$ cat config.mk
export PLATFORM = sky130hd
export DESIGN_NAME = multi_channel_clock_divider
export DESIGN_NICKNAME = d
export VERILOG_FILES = /design/src/rtl/clkdiv_pkg.sv /design/src/rtl/clk_div_channel.sv /design/src/rtl/multi_channel_clock_divider.sv
export SDC_FILE = /design/constraint.sdc
export NUM_CORES = 1
export LEC_CHECK = 0
export CORE_ASPECT_RATIO = 1.5
export CORE_MARGIN = 8
export CORE_UTILIZATION = 46
export DETAILED_ROUTE_END_ITERATION = 7
export PLACE_DENSITY = 0.71
export SETUP_SLACK_MARGIN = 0.15
export SLEW_MARGIN = 5
export SYNTH_ARGS = -nofsm -noshare
export SYNTH_HDL_FRONTEND = slang
export SYNTH_SLANG_ARGS = --single-unit
$ cat constraint.sdc
create_clock -name clk -period 3.84 [get_ports clk]
set_input_delay 0.384 -clock clk [delete_from_list [all_inputs] [get_ports clk]]
set_output_delay 0.384 -clock clk [all_outputs]
set_load 0.005 [all_outputs]
$ cat src/rtl/clkdiv_pkg.sv
// Shared constants, types and helpers for the multi-channel clock divider.
package clkdiv_pkg;

  localparam int CLKDIV_W_DEFAULT   = 32'sd32;
  localparam int CLKDIV_DEFAULT_DIV = 32'sd250000;

  typedef logic [CLKDIV_W_DEFAULT-1:0] div_t;

  // Ceiling log2 with a floor of one bit, so a single channel still has an index port.
  function automatic int clkdiv_clog2(input int n);
    int r;
    r = 32'sd0;
    for (int i = 0; i < 32; i++) begin
      if ((32'sd1 << i) < n) begin
        r = i + 32'sd1;
      end
    end
    return (r < 32'sd1) ? 32'sd1 : r;
  endfunction

endpackage

$ cat src/rtl/clk_div_channel.sv
// One divider channel: counter, shadow/active divisor pair, pending flag,
// registered tick pulse and 50% square output.
module clk_div_channel
  import clkdiv_pkg::*;
#(
  parameter int             W           = CLKDIV_W_DEFAULT,
  parameter logic [W-1:0]   DEFAULT_DIV = W'(CLKDIV_DEFAULT_DIV)
) (
  input  logic         clk,
  input  logic         rst,
  input  logic         en_i,
  input  logic         sync_clr_i,
  input  logic         load_i,
  input  logic [W-1:0] load_val_i,
  output logic         pending_o,
  output logic         tick_o,
  output logic         sq_o
);

  logic [W-1:0] cnt_q, cnt_d;
  logic [W-1:0] div_active_q, div_active_d;
  logic [W-1:0] div_shadow_q, div_shadow_d;
  logic         pending_q, pending_d;
  logic         tick_q, tick_d;
  logic         sq_q, sq_d;
  logic         halted_s, run_s, tc_s, apply_s;

  assign halted_s = (div_active_q == '0);
  assign run_s    = en_i && !halted_s && !sync_clr_i;
  // >= so a divisor shrunk (while disabled) below the frozen count wraps at once.
  assign tc_s     = run_s && (cnt_q >= (div_active_q - {{(W-1){1'b0}}, 1'b1}));
  assign apply_s  = pending_q && (sync_clr_i || halted_s || !en_i || tc_s);

  // Next-state logic for counter, outputs and divisor handover.
  always_comb begin
    cnt_d        = cnt_q;
    tick_d       = 1'b0;
    sq_d         = sq_q;
    div_shadow_d = div_shadow_q;
    pending_d    = pending_q;
    if (sync_clr_i) begin
      cnt_d = '0;
      sq_d  = 1'b0;
    end else if (tc_s) begin
      cnt_d  = '0;
      tick_d = 1'b1;
      sq_d   = ~sq_q;
    end else if (run_s) begin
      cnt_d = cnt_q + {{(W-1){1'b0}}, 1'b1};
    end else if (halted_s) begin
      cnt_d = '0;
    end else begin
      cnt_d = cnt_q;
    end
    div_active_d = apply_s ? div_shadow_q : div_active_q;
    // A write landing with an apply keeps pending: the old shadow is what moved.
    if (load_i) begin
      div_shadow_d = load_val_i;
      pending_d    = 1'b1;
    end else if (apply_s) begin
      pending_d = 1'b0;
    end else begin
      pending_d = pending_q;
    end
  end

  // Channel state registers.
  always_ff @(posedge clk or posedge rst) begin
    if (rst) begin
      cnt_q        <= '0;
      div_active_q <= DEFAULT_DIV;
      div_shadow_q <= DEFAULT_DIV;
      pending_q    <= 1'b0;
      tick_q       <= 1'b0;
      sq_q         <= 1'b0;
    end else begin
      cnt_q        <= cnt_d;
      div_active_q <= div_active_d;
      div_shadow_q <= div_shadow_d;
      pending_q    <= pending_d;
      tick_q       <= tick_d;
      sq_q         <= sq_d;
    end
  end

  assign pending_o = pending_q;
  assign tick_o    = tick_q;
  assign sq_o      = sq_q;

endmodule

$ cat src/rtl/multi_channel_clock_divider.sv
// CH independent programmable dividers sharing one divisor write port.
module multi_channel_clock_divider
  import clkdiv_pkg::*;
#(
  parameter int           CH          = 32'sd4,
  parameter int           W           = CLKDIV_W_DEFAULT,
  parameter logic [W-1:0] DEFAULT_DIV = W'(CLKDIV_DEFAULT_DIV),
  localparam int          CHW         = clkdiv_clog2(CH)
) (
  input  logic           clk,
  input  logic           rst,
  input  logic [CH-1:0]  en_i,
  input  logic [CH-1:0]  sync_clr_i,
  input  logic           wr_en_i,
  input  logic [CHW-1:0] wr_ch_i,
  input  logic [W-1:0]   wr_div_i,
  output logic           wr_ack_o,
  output logic           wr_err_o,
  output logic [CH-1:0]  pending_o,
  output logic [CH-1:0]  tick_o,
  output logic [CH-1:0]  sq_o
);

  // One extra bit so CH itself is representable when CH is a power of two.
  localparam logic [CHW:0] CH_LIM = CH[CHW:0];

  logic          wr_valid_s;
  logic [CH-1:0] load_s;
  logic          wr_ack_q, wr_err_q;

  assign wr_valid_s = wr_en_i && ({1'b0, wr_ch_i} < CH_LIM);

  // Decode the write target into per-channel load strobes.
  always_comb begin
    load_s = '0;
    for (int i = 0; i < CH; i++) begin
      load_s[i] = wr_valid_s && (wr_ch_i == i[CHW-1:0]);
    end
  end

  // Write handshake pulses.
  always_ff @(posedge clk or posedge rst) begin
    if (rst) begin
      wr_ack_q <= 1'b0;
      wr_err_q <= 1'b0;
    end else begin
      wr_ack_q <= wr_valid_s;
      wr_err_q <= wr_en_i && !wr_valid_s;
    end
  end

  assign wr_ack_o = wr_ack_q;
  assign wr_err_o = wr_err_q;

  for (genvar g = 0; g < CH; g++) begin : g_ch
    clk_div_channel #(
      .W           (W),
      .DEFAULT_DIV (DEFAULT_DIV)
    ) u_ch (
      .clk        (clk),
      .rst        (rst),
      .en_i       (en_i[g]),
      .sync_clr_i (sync_clr_i[g]),
      .load_i     (load_s[g]),
      .load_val_i (wr_div_i),
      .pending_o  (pending_o[g]),
      .tick_o     (tick_o[g]),
      .sq_o       (sq_o[g])
    );
  end

endmodule

==> results of run 1 <==
stage by stage:
step / hold slack, ns / cell area [sq um] / instances / setup WS [ns] / power (mW)
CTS: 0.392 / 8080 / 949 / 1.20 / 3.22
finish: 0.406 / 8080 / 949 / 1.16 / 3.18
detailed placement: 0.500 / 7490 / 917 / 0.782 / 1.62
floorplan: 0.415 / 7230 / 732 / 1.75 / 1.59
global placement: 0.479 / 7490 / 917 / 0.960 / 1.61
global route: 0.393 / 8080 / 949 / 1.04 / 3.29
power breakdown:
group	internal [mW]	switching [mW]	total, mW	leakage, nW
registers	1.46	0.0113	1.47	1.91
logic	0.0391	0.0865	0.126	1.21
clock network	0.988	0.603	1.59	0.275
placed cells by master, fill, tap and decap left out, types with 19 or more instances in the layout:
cell | Yosys | final
and3_1 | 27 | 27
clkdlybuf4s50_1 | 0 | 19
dfrtp_1 | 137 | 137
nand2_1 | 46 | 46
nand3_1 | 27 | 27
nand4_1 | 19 | 19
nor2_1 | 104 | 104
nor2_4 | 20 | 20
nor3_1 | 43 | 43
xnor2_1 | 42 | 42
xor2_1 | 42 | 42
cell type report:
cell class | instances | area (sq um) | area share (%)
Clock inverter | 11 | 123 | 1.52
Multi-Input combinational cell | 536 | 3480 | 43.1
Timing Repair Buffer | 26 | 268 | 3.31
Sequential cell | 137 | 3430 | 42.4
Inverter | 15 | 60.1 | 0.743
Clock buffer | 21 | 460 | 5.70
Tap cell | 203 | 254 | 3.14
state kept, by name, summed over array words and instances (netlist names):
signal / count
g_ch.u_ch.tick_o: 4
g_ch.u_ch.cnt_q: 128
wr_err_o: 1
g_ch.u_ch.sq_o: 4
how the worst max path moves through the flow:
| stage | startpoint | cells past startpoint | slack [ns] | endpoint |
|---|---|---|---|---|
| final | sync_clr_i[1] | 7 | 1.16 | g_ch[1].u_ch.cnt_q[19] |
| after global routing | g_ch[1].u_ch.cnt_q[0] | 7 | 1.04 | g_ch[1].u_ch.tick_o |
| after CTS | g_ch[1].u_ch.cnt_q[0] | 7 | 1.20 | g_ch[1].u_ch.cnt_q[23] |
| after detailed placement | sync_clr_i[1] | 7 | 0.78 | g_ch[1].u_ch.cnt_q[21] |
| after global placement | sync_clr_i[1] | 7 | 0.96 | g_ch[1].u_ch.cnt_q[21] |
| after floorplan | rst | 1 | 1.75 | g_ch[0].u_ch.cnt_q[0] |
layer usage:
| layer | GRT usage [%] | up-vias | wire, um |
|---|---|---|---|
| li1 | - | 2581 | - |
| met1 | 15.4 | 2645 | 5920 |
| met2 | 27.3 | 98 | 7700 |
| met3 | 3.66 | 25 | 500 |
| met4 | 6.15 | 0 | 244 |
| met5 | 0 | - | 0 |
logic make-up after synthesis:
group | share of synthesized area, %
AO/OA/AOI/OAI | 7.47
XOR/XNOR | 10.2
adder cells (fa/ha/maj) | 0.694
buffers and inverters | 4.47
flip-flops | 47.5
multiplexers | 0.468
other | 0.0520
AND/OR/NAND/NOR | 29.1
==> impl_metrics.csv, run 1 <==
group,metric,value,unit
outcome,outcome,"complete, no violations",
sta,min_period,2.68,ns
yosys,synth_cells,728,
yosys,synth_flop_cell,"dfrtp_1",
worst_hold_path,min_path_cells,1,
flow_run,drv_cap,0,
yosys,synth_top_cell_area_share,47.5,%
clock_network,cts_tree,"done",
cells_and_area,fin_nets,812,
worst_setup_path,cp_top_family,"simple AND/OR/NAND/NOR gates",
worst_setup_path,worst-path-buf-inv,2,
sta,setup_tns,0,ns
sta,hold_viol,0,
yosys,synth_area,0.00722,sq mm
worst_setup_path,reg2reg_to,"g_ch[1].u_ch.cnt_q[23]",
yosys,seq_area_frac_synth,47.5,%
clock_network,clock-sinks,137,
detailed_routing,ant_nets,0,
clock_network,numCtsBuffers,17,
sta,setup_viol,0,
global_route,grt_usage,14.7,%
detailed_routing,drtPass1Iterations,4,
floorplan,start_util,46.6,%
worst_setup_path,r2r_start,"g_ch[1].u_ch.cnt_q[0]",
pwr,vdd_drop_max,260,uV
yosys,synth_area_leaders,"dfrtp_1 48%, nor2_1 5.4%, xnor2_1 5.1%",
cells_and_area,final_util,52.2,%
sta,fin_crit_sh,69.9,%
sta,clock_skew,0.00876,ns
worst_setup_path,slowest_stage,"nor4_1",
placement,hpwlAfterDp,9.61,mm
cells_and_area,syn2layout_area_growth,11.9,%
detailed_routing,drt_iter0_drc,349,
worst_setup_path,startpoint_type,"primary input",
worst_setup_path,critical_path_class,"primary input to flip-flop",
yosys,syn_avg_cell_area,9.91,sq um
clock_network,htree_levels,4,
floorplan,fp.dieW,118,um
sta,clock.fmax,0.373,GHz
detailed_routing,vias,5349,
cells_and_area,drive_above_1_share,11.8,%
floorplan,fp.coreArea,0.0155,sq mm
worst_setup_path,crit_path_cell_trace,"clkdlybuf4s50_1 -> buf_4 -> o211ai_2 -> nor4_1 -> nand4_1 -> xor2_1 -> nor3_1",
worst_hold_path,hold-path-endpoint,"wr_err_o",
global_route,overflow,0,
yosys,synth.most_common_cell,"dfrtp_1",
yosys,ys_ff_latch,137,
floorplan,design.die.area,0.0200,sq mm
yosys,synth_edf_count,0,
worst_setup_path,crit_arrival,2.99,ns
clock_network,cts_resized,0,
worst_setup_path,r2r_slack,1.24,ns
yosys,synth_cell_types,63,
clock_network,clkLatencyLatePin,0.41,ns
clock_network,cts.clk_slew.worst_paths,0.06,ns
worst_setup_path,worstRegToRegCells,7,
detailed_routing,wire_per_inst,15.1,um
detailed_routing,drc_errors,0,
sta,worstMarginPinSlew,1.18,ns
worst_hold_path,hold_path.class,"primary input to flip-flop",
yosys,synth_top_area_cell,"dfrtp_1",
floorplan,dieHeight,169,um
detailed_routing,avgViaCountPerCell,5.64,
sta,rsz0062_at_grt,"no",
worst_setup_path,slowest_delay,1.01,ns
worst_setup_path,path_max_fanout,38,
clock_network,clk_path_buf_depth,2,
worst_setup_path,cp-end-kind,"flip-flop",
global_route,antenna_found_initial,0,
placement,gp_congestion,0.799,
worst_hold_path,min-delay-start,"wr_en_i",
global_route,grt_pass1_vias,5588,
yosys,synth-async-reset-ratio,100,%
floorplan,ioPinCount,89,
yosys,netlist_top_cells_count,"137 x dfrtp_1, 104 x nor2_1, 46 x nand2_1",
global_route,grt_max_degree,49,
floorplan,placementRows,56,
yosys,yosys_warnings,0,
worst_setup_path,cp.required,4.15,ns
global_route,grt_pass1_wl,24.9,mm
placement,portBuffers,19,
clock_network,cts_hold_buf,0,
detailed_routing,wl,14.4,mm
cells_and_area,antenna_cells,0,
sta,slew_violations,0,
pwr,cellLeakagePower,3.39,nW
pwr,power_density,394,mW/mm^2
sta,slew_headroom,20.3,%
clock_network,postCtsSetupBuffers,0,
clock_network,cts-root-buf,"clkbuf_16",
cells_and_area,nFillCells,1383,
Note: power is estimated with default switching activity, not from simulation.
==> run 2: changes to the inputs <==
--- a/config.mk
+++ b/config.mk
@@ -9,7 +9,7 @@
 export CORE_MARGIN = 8
 export CORE_UTILIZATION = 46
 export DETAILED_ROUTE_END_ITERATION = 7
-export PLACE_DENSITY = 0.71
+export PLACE_DENSITY = 0.68
 export SETUP_SLACK_MARGIN = 0.15
 export SLEW_MARGIN = 5
 export SYNTH_ARGS = -nofsm -noshare
==> constraint.sdc (replaced) <==
create_clock -name clk -period 2.5 [get_ports clk]
set_input_delay 0.25 -clock clk [delete_from_list [all_inputs] [get_ports clk]]
set_output_delay 0.25 -clock clk [all_outputs]
set_load 0.005 [all_outputs]
==> run 2 against run 1 <==
  * Non-clock buffer count rose by 19
  * Combinational power increased by 65%
  * Via count grew 1.4%
  * Critical endpoint is now g_ch[1].u_ch.cnt_q[20]
  * Largest cell class unchanged
==> impl_metrics.csv, run 2 (synthesis gave the netlist of run 1 again) <==
group,metric,value,unit
cells_and_area,fin_nets,831,
placement,gp_congestion,0.795,
worst_setup_path,cp.required,2.78,ns
detailed_routing,wl_met2,7.53,mm
detailed_routing,drtPass1Iterations,5,
clock_network,postCtsSetupBuffers,0,
outcome,outcome,"complete, no violations",
cells_and_area,regMostFlops,"g_ch.u_ch.cnt_q",
sta,hold_viol,0,
detailed_routing,vias,5422,
floorplan,ioPinCount,89,
clock_network,clk_path_buf_depth,2,
cells_and_area,final_cell_mix,"137 x dfrtp_1, 104 x nor2_1, 46 x nand2_1",
detailed_routing,highest_layer,"met4",
cells_and_area,layout_commonest_cell,"dfrtp_1",
worst_setup_path,startpoint_type,"flip-flop",
detailed_routing,route.met3.wl,343,um
clock_network,cts.clk_slew.worst_paths,0.06,ns
global_route,overflow,0,
placement,hpwlAfterDp,9.42,mm
floorplan,fp.dieW,118,um
floorplan,design.die.area,0.0200,sq mm
detailed_routing,ant_nets,0,
detailed_routing,avgViaCountPerCell,5.60,
global_route,antenna_found_initial,0,
detailed_routing,drc_errors,0,
clock_network,clkLatencyLatePin,0.41,ns
sta,min_period,2.19,ns
global_route,grt_usage,14.9,%
flow_run,drv_cap,0,
detailed_routing,wl,14.1,mm
placement,dp.cells,936,
pwr,cellLeakagePower,3.54,nW
worst_hold_path,hold_path.class,"primary input to flip-flop",
pwr,power_density,638,mW/mm^2
floorplan,placementRows,56,
sta,setup_tns,0,ns
clock_network,cts-root-buf,"clkbuf_16",
sta,clock.fmax,0.456,GHz
cells_and_area,final_cell_count_no_fill,968,
pwr,vdd_drop_max,384,uV
cells_and_area,syn2layout_area_growth,15.5,%
cells_and_area,final_util,53.8,%
worst_setup_path,path_max_fanout,14,
sta,setup_viol,0,
sta,fin_crit_sh,87.7,%
cells_and_area,antenna_cells,0,
sta,worstMarginPinSlew,0.713,ns
sta,hold_slack,0.389,ns
floorplan,dieHeight,169,um
floorplan,fp.coreArea,0.0155,sq mm
sta,clock_skew,0.00882,ns
cells_and_area,largest_reg_flops,128,
floorplan,start_util,46.6,%
clock_network,htree_levels,4,
clock_network,cts_tree,"done",
sta,rsz0062_at_grt,"no",
worst_setup_path,critical_path_class,"flip-flop to flip-flop",
clock_network,clock-sinks,137,
worst_setup_path,cp-end-kind,"flip-flop",
sta,slew_violations,0,
clock_network,numCtsBuffers,17,
global_route,grt_max_degree,138,
placement,portBuffers,19,
global_route,grt_pass1_vias,5568,
clock_network,cts_hold_buf,0,
detailed_routing,wl_met1,5.95,mm
worst_setup_path,crit_arrival,2.47,ns
cells_and_area,drive_above_1_share,14.2,%
detailed_routing,wire_per_inst,14.6,um
global_route,grt_pass1_wl,25.3,mm
sta,slew_headroom,52.5,%
detailed_routing,drt_iter0_drc,342,
==> run 2: worst paths after layout <==
kind	startpoint	endpoint	slack, ns	cells past startpoint
max	g_ch[1].u_ch.cnt_q[0]	g_ch[1].u_ch.cnt_q[20]	0.31	7
min	wr_en_i	wr_err_o	0.39	1
max reg2reg	g_ch[1].u_ch.cnt_q[0]	g_ch[1].u_ch.cnt_q[20]	0.31	7
min reg2reg	g_ch[2].u_ch.cnt_q[31]	g_ch[2].u_ch.cnt_q[31]	0.50	2
max in group asynchronous	rst	g_ch[3].u_ch.cnt_q[13]	1.58	3
min in group asynchronous	rst	g_ch[1].u_ch.cnt_q[7]	0.43	3
==> run 2: metrics by stage <==
stage	area, sq um	power, mW	setup WS (ns)
CTS	8330	5.39	0.271
global route	8340	5.49	0.164
floorplan	7230	2.44	0.543
detailed placement	7650	2.50	0.0798
finish	8340	5.32	0.307
global placement	7650	2.50	0.105
==> run 2: layout make-up <==
class	count	area [sq um]
Tap cell	203	254
Clock inverter	11	218
Inverter	15	60.1
Sequential cell	137	3430
Timing Repair Buffer	45	423
Fill cell	1331	7150
Clock buffer	21	460
Multi-Input combinational cell	536	3490
==> run 2: power breakdown <==
part,internal (mW),switching (mW),total [mW]
combinational,0.0723,0.136,0.208
clock,1.93,0.933,2.86
sequential,2.24,0.0175,2.25
total,4.23,1.09,5.32
==> run 2: metal layers <==
metal / GRT usage [%] / up-vias
met5: 0 / -
met4: 6.21 / 0
met3: 3.03 / 28
met2: 27.4 / 95
met1: 16.3 / 2685
li1: - / 2614
==> run 2: what timing repair did <==
| item | in CTS | in global routing |
|---|---|---|
| resized for setup | 0 | 2 |
| setup endpoints to repair | 0 | 3 |
| endpoints found under the hold margin | 0 | 0 |
==> run 2: worst max-delay path: stages, from the launching register on <==
cell and delay [ns]:
dfrtp_1 0.43, ha_1 0.21, nand3_2 0.14, a21boi_0 0.21, o2111ai_1 0.24, a21oi_2 0.46
buf_4 0.29, nor3_1 0.08
==> run 3: changes to the inputs <==
--- a/config.mk
+++ b/config.mk
@@ -7,9 +7,9 @@
 export LEC_CHECK = 0
 export CORE_ASPECT_RATIO = 1.5
 export CORE_MARGIN = 8
-export CORE_UTILIZATION = 46
+export CORE_UTILIZATION = 50
 export DETAILED_ROUTE_END_ITERATION = 7
-export PLACE_DENSITY = 0.68
+export PLACE_DENSITY = 0.73
 export SETUP_SLACK_MARGIN = 0.15
 export SLEW_MARGIN = 5
 export SYNTH_ARGS = -nofsm -noshare
==> run 3 against run 2 <==
  * Setup slack worse by 0.026 ns
  * Non-clock buffer count is 1 higher
  * Global-route usage rose by 1.5 points
  * Critical path type unchanged
  * Critical endpoint is now g_ch[0].u_ch.cnt_q[22]
  * Largest cell class unchanged
  * Highest routed layer unchanged
==> impl_metrics.csv, run 3 (synthesis gave the netlist of run 1 again) <==
group,metric,value,unit
worst_hold_path,hold_path.class,"primary input to flip-flop",
sta,hold_slack,0.374,ns
clock_network,cts.clk_slew.worst_paths,0.06,ns
clock_network,clkLatencyLatePin,0.41,ns
global_route,globalRouteMet1Util,17.9,%
cells_and_area,antenna_cells,0,
clock_network,cts_tree,"done",
detailed_routing,wl,14.1,mm
sta,slew_violations,0,
global_route,antenna_found_initial,0,
worst_setup_path,crit_arrival,2.52,ns
worst_setup_path,cp-end-kind,"flip-flop",
global_route,grt_pass1_vias,5640,
sta,setup_tns,0,ns
worst_setup_path,cp-startpoint,"g_ch[0].u_ch.cnt_q[0]",
detailed_routing,drtPass1Iterations,4,
worst_setup_path,slowest_delay,0.75,ns
sta,slew_headroom,52.9,%
worst_setup_path,startpoint_type,"flip-flop",
pwr,power_density,614,mW/mm^2
sta,clock.fmax,0.451,GHz
floorplan,fp.coreArea,0.0143,sq mm
floorplan,start_util,50.4,%
sta,hold_viol,0,
placement,gp_congestion,0.811,
detailed_routing,ant_nets,0,
pwr,cellLeakagePower,3.51,nW
cells_and_area,regMostFlops,"g_ch.u_ch.cnt_q",
sta,setup_viol,0,
detailed_routing,vias,5406,
global_route,overflow,0,
cells_and_area,fin_nets,832,
cells_and_area,final_util,57.8,%
global_route,grt_usage,16.4,%
global_route,met3_usage,3.52,%
clock_network,clk_path_buf_depth,2,
floorplan,placementRows,54,
detailed_routing,wire_per_inst,14.7,um
flow_run,drv_cap,0,
cells_and_area,final_cell_mix,"137 x dfrtp_1, 104 x nor2_1, 46 x nand2_1",
worst_setup_path,path_max_fanout,8,
cells_and_area,largest_reg_flops,128,
clock_network,numCtsBuffers,17,
floorplan,dieHeight,163,um
global_route,grt_busiest_layer,"met2",
floorplan,design.die.area,0.0186,sq mm
placement,hpwlAfterDp,9.53,mm
sta,fin_crit_sh,88.8,%
detailed_routing,drc_errors,0,
worst_setup_path,crit_path_cell_trace,"ha_1 -> nand2_1 -> or4_1 -> nor4_2 -> xnor2_1 -> nor2_1",
cells_and_area,layout_commonest_cell,"dfrtp_1",
detailed_routing,drt_iter0_drc,351,
sta,min_period,2.22,ns
worst_setup_path,slowest_stage,"or4_1",
global_route,grt_max_degree,138,
cells_and_area,drive_above_1_share,14.4,%
clock_network,clock-sinks,137,
global_route,grt_pass1_wl,25.2,mm
detailed_routing,avgViaCountPerCell,5.62,
sta,worstMarginPinSlew,0.706,ns
worst_setup_path,critical_path_class,"flip-flop to flip-flop",
cells_and_area,syn2layout_area_growth,14.7,%
floorplan,fp.dieW,114,um
worst_hold_path,min-delay-start,"wr_en_i",
floorplan,ioPinCount,89,
sta,rsz0062_at_grt,"no",
worst_setup_path,r2r_start,"g_ch[0].u_ch.cnt_q[0]",
global_route,met2_usage,30.1,%
sta,clock_skew,0.00671,ns
pwr,vdd_drop_max,384,uV
clock_network,htree_levels,4,
outcome,outcome,"complete, no violations",
clock_network,cts-root-buf,"clkbuf_16",
placement,portBuffers,19,
worst_setup_path,cp.required,2.80,ns
-- run 3: changes by cell type in the layout (fill, tap and decap cells not counted), sizes merged --
| cell | before | now |
|---|---|---|
| clkbuf | 21 | 22 |
| clkinvlp | 3 | 4 |
| bufinv | 6 | 3 |
| buf | 26 | 27 |
| inv | 14 | 15 |
-- run 3: final timing paths --
check	endpoint	slack [ns]	cells past startpoint
min in group asynchronous	g_ch[3].u_ch.cnt_q[27]	0.40	3
min reg2reg	g_ch[2].u_ch.cnt_q[17]	0.49	2
max in group asynchronous	g_ch[1].u_ch.cnt_q[28]	1.57	3
max	g_ch[0].u_ch.cnt_q[22]	0.28	6
max reg2reg	g_ch[0].u_ch.cnt_q[22]	0.28	6
min	wr_err_o	0.37	1
-- run 3: stage by stage --
step	cells	worst slack [ns]	area [sq um]	total power, mW
3_3_place_gp	930	0.172	7650	2.50
2_1_floorplan	732	0.543	7230	2.44
3_5_place_dp	930	0.170	7650	2.50
6_report	962	0.281	8280	5.08
5_1_grt	962	0.165	8280	5.25
4_1_cts	962	0.265	8270	5.14
-- run 3: timing repair --
action	in CTS	in global routing
resized for setup	0	1
hold buffers	0	0
buffers inserted	0	0
endpoints found under the setup margin	0	3
-- run 3: critical path, delay by kind of cell (launching register included) --
kind	cells	cell delay, ns
AND/OR/NAND/NOR	4	1.30
adder cells (fa/ha/maj)	1	0.26
flip-flops	1	0.40
XOR/XNOR	1	0.15
-- run 3: routing by layer --
layer,vias up,wire [um]
li1,2608,-
met1,2692,5850
met2,85,7670
met3,21,369
met4,0,233
met5,-,0
-- run 3: layout make-up --
class / instances / area [sq um]
Timing Repair Buffer: 46 / 430
Multi-Input combinational cell: 536 / 3490
Clock inverter: 10 / 140
Clock buffer: 22 / 484
Tap cell: 196 / 245
Fill cell: 1211 / 6050
Sequential cell: 137 / 3430
Inverter: 15 / 60.1
-- run 3: power by group --
group / switching [mW] / total, mW / leakage, nW / internal, mW
registers: 0.0178 / 2.25 / 1.91 / 2.23
clock network: 0.943 / 2.62 / 0.299 / 1.68
logic: 0.135 / 0.208 / 1.31 / 0.0725
